### src/rtl/riscv_retire_tracker.sv
// Commit-side retire tracker: instruction counter, result port and two-instruction halt detector.
// Define TRACE_FIFO_EN to add the TRACE_* retire-trace FIFO and its ports.
module riscv_retire_tracker #(
    parameter logic [31:0] HALT_INST0 = 32'h00c00093,
    parameter logic [31:0] HALT_INST1 = 32'h00008067
`ifdef TRACE_FIFO_EN
    ,
    parameter int unsigned TRACE_DEPTH = 8
`endif
) (
    input  logic        CLK,
    input  logic        RST,
    input  logic        RET_VALID,
    input  logic [31:0] RET_INST,
    input  logic [31:0] RET_PC,
    input  logic [31:0] RET_RESULT,
    output logic [31:0] NUM_INST,
    output logic [31:0] OUTPUT_PORT,
    output logic        HALT,
`ifdef TRACE_FIFO_EN
    output logic        TRACE_VALID,
    input  logic        TRACE_READY,
    output logic [63:0] TRACE_DATA,
    output logic        TRACE_OVF,
`endif
    output logic [1:0]  DBG_STATE
);

    typedef enum logic [1:0] {
        ST_IDLE   = 2'd0,
        ST_ARMED  = 2'd1,
        ST_HALTED = 2'd2
    } halt_state_e;

    halt_state_e state_q, state_d;
    logic [31:0] num_inst_q, num_inst_d;
    logic [31:0] out_q, out_d;
    logic        counted;

    // Once halted the core's retire stream is ignored entirely.
    assign counted = RET_VALID && (state_q != ST_HALTED);

    always_comb begin
        state_d    = state_q;
        num_inst_d = num_inst_q;
        out_d      = out_q;
        if (counted) begin
            num_inst_d = num_inst_q + 32'd1;
            out_d      = RET_RESULT;
            case (state_q)
                ST_IDLE: begin
                    if (RET_INST == HALT_INST0) state_d = ST_ARMED;
                end
                ST_ARMED: begin
                    if (RET_INST == HALT_INST1)      state_d = ST_HALTED;
                    else if (RET_INST != HALT_INST0) state_d = ST_IDLE;
                end
                default: state_d = state_q;
            endcase
        end
    end

    always_ff @(posedge CLK) begin
        if (RST) begin
            state_q    <= ST_IDLE;
            num_inst_q <= 32'd0;
            out_q      <= 32'd0;
        end else begin
            state_q    <= state_d;
            num_inst_q <= num_inst_d;
            out_q      <= out_d;
        end
    end

    assign NUM_INST    = num_inst_q;
    assign OUTPUT_PORT = out_q;
    assign HALT        = (state_q == ST_HALTED);
    assign DBG_STATE   = state_q;

`ifdef TRACE_FIFO_EN
    localparam int unsigned AW = $clog2(TRACE_DEPTH);

    // Handshake: an entry transfers at a rising edge where TRACE_VALID and TRACE_READY are both 1;
    // TRACE_VALID never depends on TRACE_READY and TRACE_DATA is stable while TRACE_VALID is held.
    logic [63:0]   mem_q [TRACE_DEPTH];
    logic [AW-1:0] wr_ptr_q, rd_ptr_q, rd_ptr_d;
    logic [AW:0]   cnt_q, cnt_d;
    logic [63:0]   data_q, data_d;
    logic          ovf_q, full, pop, push;

    assign full = (cnt_q == (AW+1)'(TRACE_DEPTH));
    assign pop  = (cnt_q != '0) && TRACE_READY;
    assign push = counted && (!full || pop);

    always_comb begin
        rd_ptr_d = rd_ptr_q + AW'(pop);
        cnt_d    = cnt_q + (AW+1)'(push) - (AW+1)'(pop);
        data_d   = data_q;
        // Head register: the new entry becomes head only when it lands in the slot being exposed.
        if (cnt_d != '0) begin
            if (push && (wr_ptr_q == rd_ptr_d)) data_d = {RET_PC, RET_RESULT};
            else                                data_d = mem_q[rd_ptr_d];
        end
    end

    always_ff @(posedge CLK) begin
        if (RST) begin
            wr_ptr_q <= '0;
            rd_ptr_q <= '0;
            cnt_q    <= '0;
            data_q   <= 64'd0;
            ovf_q    <= 1'b0;
        end else begin
            wr_ptr_q <= wr_ptr_q + AW'(push);
            rd_ptr_q <= rd_ptr_d;
            cnt_q    <= cnt_d;
            data_q   <= data_d;
            if (counted && full && !pop) ovf_q <= 1'b1;
        end
    end

    always_ff @(posedge CLK) begin
        if (push) mem_q[wr_ptr_q] <= {RET_PC, RET_RESULT};
    end

    assign TRACE_VALID = (cnt_q != '0);
    assign TRACE_DATA  = data_q;
    assign TRACE_OVF   = ovf_q;
`else
    logic unused_pc;
    assign unused_pc = ^RET_PC;
`endif

endmodule

### config.mk
export PLATFORM = sky130hd
export DESIGN_NAME = riscv_retire_tracker
export DESIGN_NICKNAME = d
export VERILOG_FILES = /design/src/rtl/riscv_retire_tracker.sv
export SDC_FILE = /design/constraint.sdc
export NUM_CORES = 1
export LEC_CHECK = 0
export ABC_CLOCK_PERIOD_IN_PS = 1790
export BUFFER_PORTS_ARGS = -buffer_cell sky130_fd_sc_hd__buf_2
export CAP_MARGIN = 5
export CORE_UTILIZATION = 25
export DETAILED_ROUTE_END_ITERATION = 16
export GPL_ROUTABILITY_DRIVEN = 0
export PLACE_DENSITY = 0.58
export SYNTH_ARGS = -nofsm -noshare
export SYNTH_HDL_FRONTEND = slang
export SYNTH_SLANG_ARGS = --single-unit
### constraint.sdc
create_clock -name CLK -period 1.79 [get_ports CLK]
set_input_delay 0.179 -clock CLK [delete_from_list [all_inputs] [get_ports CLK]]
set_output_delay 0.179 -clock CLK [all_outputs]
set_load 0.005 [all_outputs]
# Yosys cells after proc, flatten, opt, wreduce, memory -nomap -nowiden
# Cells that the tools add are included.
# classes
add_sub_neg,1
n_reduce_logical,4
muxes,4
eq_ne,8
# op_table
cell,n
adder 32 x 1 -> 32 bit (second input constant),1
equality test 32 x 16 -> 1 bit (second input constant),1
equality test 32 x 24 -> 1 bit (second input constant),1
!= test 32 x 24 -> 1 bit (second input constant),1
two-way mux 2 bit,3
!= test 2 bit (second input constant),2
case mux 2 bit (2 select lines),1
AND reduction 4 bit,1
!= test 3 bit (second input constant),1
equality test 2 x 1 -> 1 bit (second input constant),1
equality test 2 bit (second input constant),1
zero test 2 bit,1
nonzero test 2 bit,1
logical AND 1 bit,1
# totals
ff_bits,66
wordCells,20
output_inout_bits,67
in_bits,99

# Longest topological paths before layout
# depth
depth_word,4
depth_mapped,7

# Worst setup path before layout
# Ideal clock, no wire load.
# synth_path
path_kind,register -> register
startpoint,register num_inst_q[6] (netlist: NUM_INST[6])
endpoint,register num_inst_q[23] (netlist: NUM_INST[23])
slack_ns,0.054
arrival_time_ns,1.613
path_buffers,2
path_stages_with_launch,7
synth_period_minus_slack_ns,1.736
cell_sequence,dfxtp_1 nand4_1 or2_1 buf_6 buf_6 nor4_2 mux2_1
# synth_via
elab_chain_cells,1
# synth_rtl
item,line_no,text
from (decl),36,"logic [31:0] num_inst_q, num_inst_d;"
from (signal assigned),70,num_inst_q <= num_inst_d;
adder 32 x 1 -> 32 bit,48,num_inst_d = num_inst_q + 32'd1;
# Every way passes these cells.
# A chain may end at the register's enable or synchronous reset.

# Worst setup path in the final report
# layout_path
startpoint,register num_inst_q[8] (netlist: NUM_INST[8])
endpoint,register num_inst_q[31] (netlist: NUM_INST[31])
# Same word-level chain as after synthesis.

==> impl_metrics.ini <==
[sta]
finalCritPeriodShare_pct = 94.2
fin_hold_ws_ns = 0.0866
report.final.setup_viol = 0
rsz0062_at_grt = false
hold_violations = 0
relSlewSlack_pct = 76.4
final_max_slew_viol_count = 0
fin_skew_ns = 0.00269
tightest_slew_ns = 0.354
setup_tns_ns = 0
max_freq_ghz = 0.593
period_needed_ns = 1.69

[yosys]
synth_top_family_by_area = simple AND/OR/NAND/NOR gates
ys_seq_elements = 66
mappedNetlistArea_um2 = 3090
synth_area_per_cell_um2 = 8.34
seq_area_frac_synth_pct = 42.8
synth_cells = 370
synth.area.top_cells = dfxtp_1 43%, nand2_1 9.2%, a21oi_1 7.1%
synth_top_cell_area_share_pct = 42.8
synth_xor_area_share_pct = 1.42
synth_cell_types = 36
synth_nets = 470
synth_mux_area_share_pct = 5.84
yosys.area_share.simple_pct = 34.8
yosysWarnings = 0
synth_top_area_cell = dfxtp_1
yosys.area_share.adder_pct = 0.406
synth_compound_area_share_pct = 9.81

[worst_setup_path]
cp_max_fo = 28
cp.arrival_ns = 1.90
r2r-end = NUM_INST[31]
rr_worst_depth = 5
critPathLaunchType = flop
end_kind = flop
required_ns = 2.00
timing_worst_setup_path_type = flop to flop
endpoint = NUM_INST[31]
reg2reg_slack_ns = 0.10
r2r-start = NUM_INST[8]
crit_start = NUM_INST[8]

[grt]
grt_pass1_vias = 3093
grt_usage_pct = 13.8
grt_pass1_wl_mm = 14.1
grt_max_degree = 34
overflow = 0
antenna_found_initial = 0

[floorplanning]
die_w_um = 113
die_height_um = 113
placementRows = 40
ioPinCount = 166
initial_core_util_pct = 25.7
coreArea_um2 = 12000
die_area_um2 = 12800

[job]
maxCapViolations = 0

[min_path]
min_path_type = primary input to flop
hp-start = RET_RESULT[7]

[placement]
dpl.cell_count = 654
dp_hpwl_mm = 6.13
dpl-instance-area_um2 = 4090
port_buffers = 133

[final_layout]
drive_gt1_share_pct = 37.7
multi_input_area_um2 = 1630
diodes = 0
final_area_um2 = 4370
instances_no_fill = 669
layout.nets = 618
area_growth_pct = 41.8
n_fill_cell = 1258
layout.area.seq_um2 = 1320
fin_util_pct = 36.4

[drt]
drtIter0Drc = 160
drt-vias-per-instance = 4.68
drc = 0
vias = 3134
ant_nets = 0
wl_mm = 8.44
dr.pass1.iters = 4
wire_per_inst_um = 12.6

[clock_tree]
clkLatencyLatePin_ns = 0.32
tritoncts = yes
cts_hold_buf = 0
clock-sinks = 66
clockBufferDepth = 2
cts-buffers-inserted = 9
clk_pin_slew_ns = 0.05
cts.htree.levels = 3
post_cts_buffers = 0
cts_root_buf = clkbuf_16

[outcome]
status = complete, no violations

[power]
p_per_area_nw_per_um2 = 787
irDropWorstVdd_v = 0.000643
power.leakage_uw = 0.00197
-- synthesized netlist by cell type (all sizes together) --
master and instances:
a21oi 44, and2 4, and3 5, and4 4, buf 11, clkbuf 16, dfxtp 66, ha 1
inv 6, mux2 16, nand2 76, nand2b 1, nand3 11, nand3b 1, nand4 14, nand4b 1
nor2 22, nor2b 16, nor3 2, nor3b 1, nor4 19, nor4b 2, nor4bb 1, o21ai 4
o21ba 1, o31ai 7, or2 1, or3 4, or4 8, xnor2 3, xor2 2
-- cells by family after synthesis --
| group | Yosys count |
|---|---|
| compound gates | 56 |
| xor+xnor | 5 |
| fa+ha+maj | 1 |
| buf+inv | 33 |
| flops | 66 |
| mux | 16 |
| simple gates | 193 |
-- worst max-delay path, cell delays in order, from the launching register on --
cell and delay (ns):
dfxtp_1 0.33, nand4_1 0.11, or2_1 0.27, buf_12 0.18
nor4_1 0.32, mux2_1 0.35
-- area by class of cell --
class                           count  share of cell area (%)
Clock buffer                       12                    5.86
Inverter                            6                   0.515
Sequential cell                    66                    30.2
Timing Repair Buffer              164                    21.7
Clock inverter                      3                   0.343
Multi-Input combinational cell    271                    37.2
Tap cell                          147                    4.20
-- flip-flops by register name (all words and copies together) (netlist names) --
signal / cells
NUM_INST: 32
OUTPUT_PORT: 32
DBG_STATE: 2
-- power by group --
group / internal (µW) / switching [µW]
sequential: 1510 / 22.4
clock: 997 / 623
combinational: 139 / 145
total: 2650 / 790
-- metrics by stage --
step,total power (µW),setup slack (ns)
2_1_floorplan,1690,0.0537
4_1_cts,3510,0.0852
5_1_grt,3590,0.00258
6_report,3440,0.104
3_3_place_gp,1840,0.0861
3_5_place_dp,1850,0.0945
-- timing repair --
item                                   in CTS  in global routing
endpoints found under the hold margin       0                  0
setup endpoints to repair                   0                  3
gates resized for setup                     0                  3
-- routing by layer --
metal	up-vias	GRT usage [%]	part of all wire, %
li1	1587	-	-
met1	1454	16.2	45
met2	79	23.2	47
met3	14	4.55	6.4
met4	0	5.35	1.8
met5	-	0	0
-- layout by cell type, fill, tap and decap left out, types with 2 or more instances in the layout --
| cell | Yosys | routed |
|---|---|---|
| nor2_1 | 22 | 22 |
| clkinv_2 | 0 | 3 |
| nor4_2 | 13 | 15 |
| o31ai_1 | 7 | 7 |
| and4_1 | 4 | 4 |
| nor3_1 | 2 | 2 |
| o21ai_0 | 4 | 4 |
| buf_12 | 0 | 4 |
| buf_2 | 5 | 133 |
| and2_1 | 4 | 4 |
| clkbuf_8 | 0 | 2 |
| buf_4 | 0 | 27 |
| or4_1 | 8 | 8 |
| nand3_1 | 10 | 10 |
| a21oi_1 | 44 | 44 |
| or3_1 | 4 | 4 |
| inv_1 | 6 | 6 |
| clkbuf_16 | 0 | 9 |
| nor2b_1 | 16 | 16 |
| nor4_1 | 6 | 4 |
| xnor2_1 | 3 | 3 |
| xor2_1 | 2 | 2 |
| dfxtp_1 | 66 | 66 |
| and3_1 | 5 | 5 |
| mux2_1 | 16 | 16 |
| nand4_1 | 13 | 13 |
| nand2_1 | 76 | 76 |
| nor4b_1 | 2 | 2 |
-- how the worst min path moves through the flow --
stage                                  to  cells after the start
after global placement    OUTPUT_PORT[25]                      3
final                      OUTPUT_PORT[7]                      3
after detailed placement   OUTPUT_PORT[4]                      3
after global routing       OUTPUT_PORT[7]                      3
after CTS                 OUTPUT_PORT[26]                      3
after floorplan            OUTPUT_PORT[0]                      2
(Power assumes the default switching activity.)
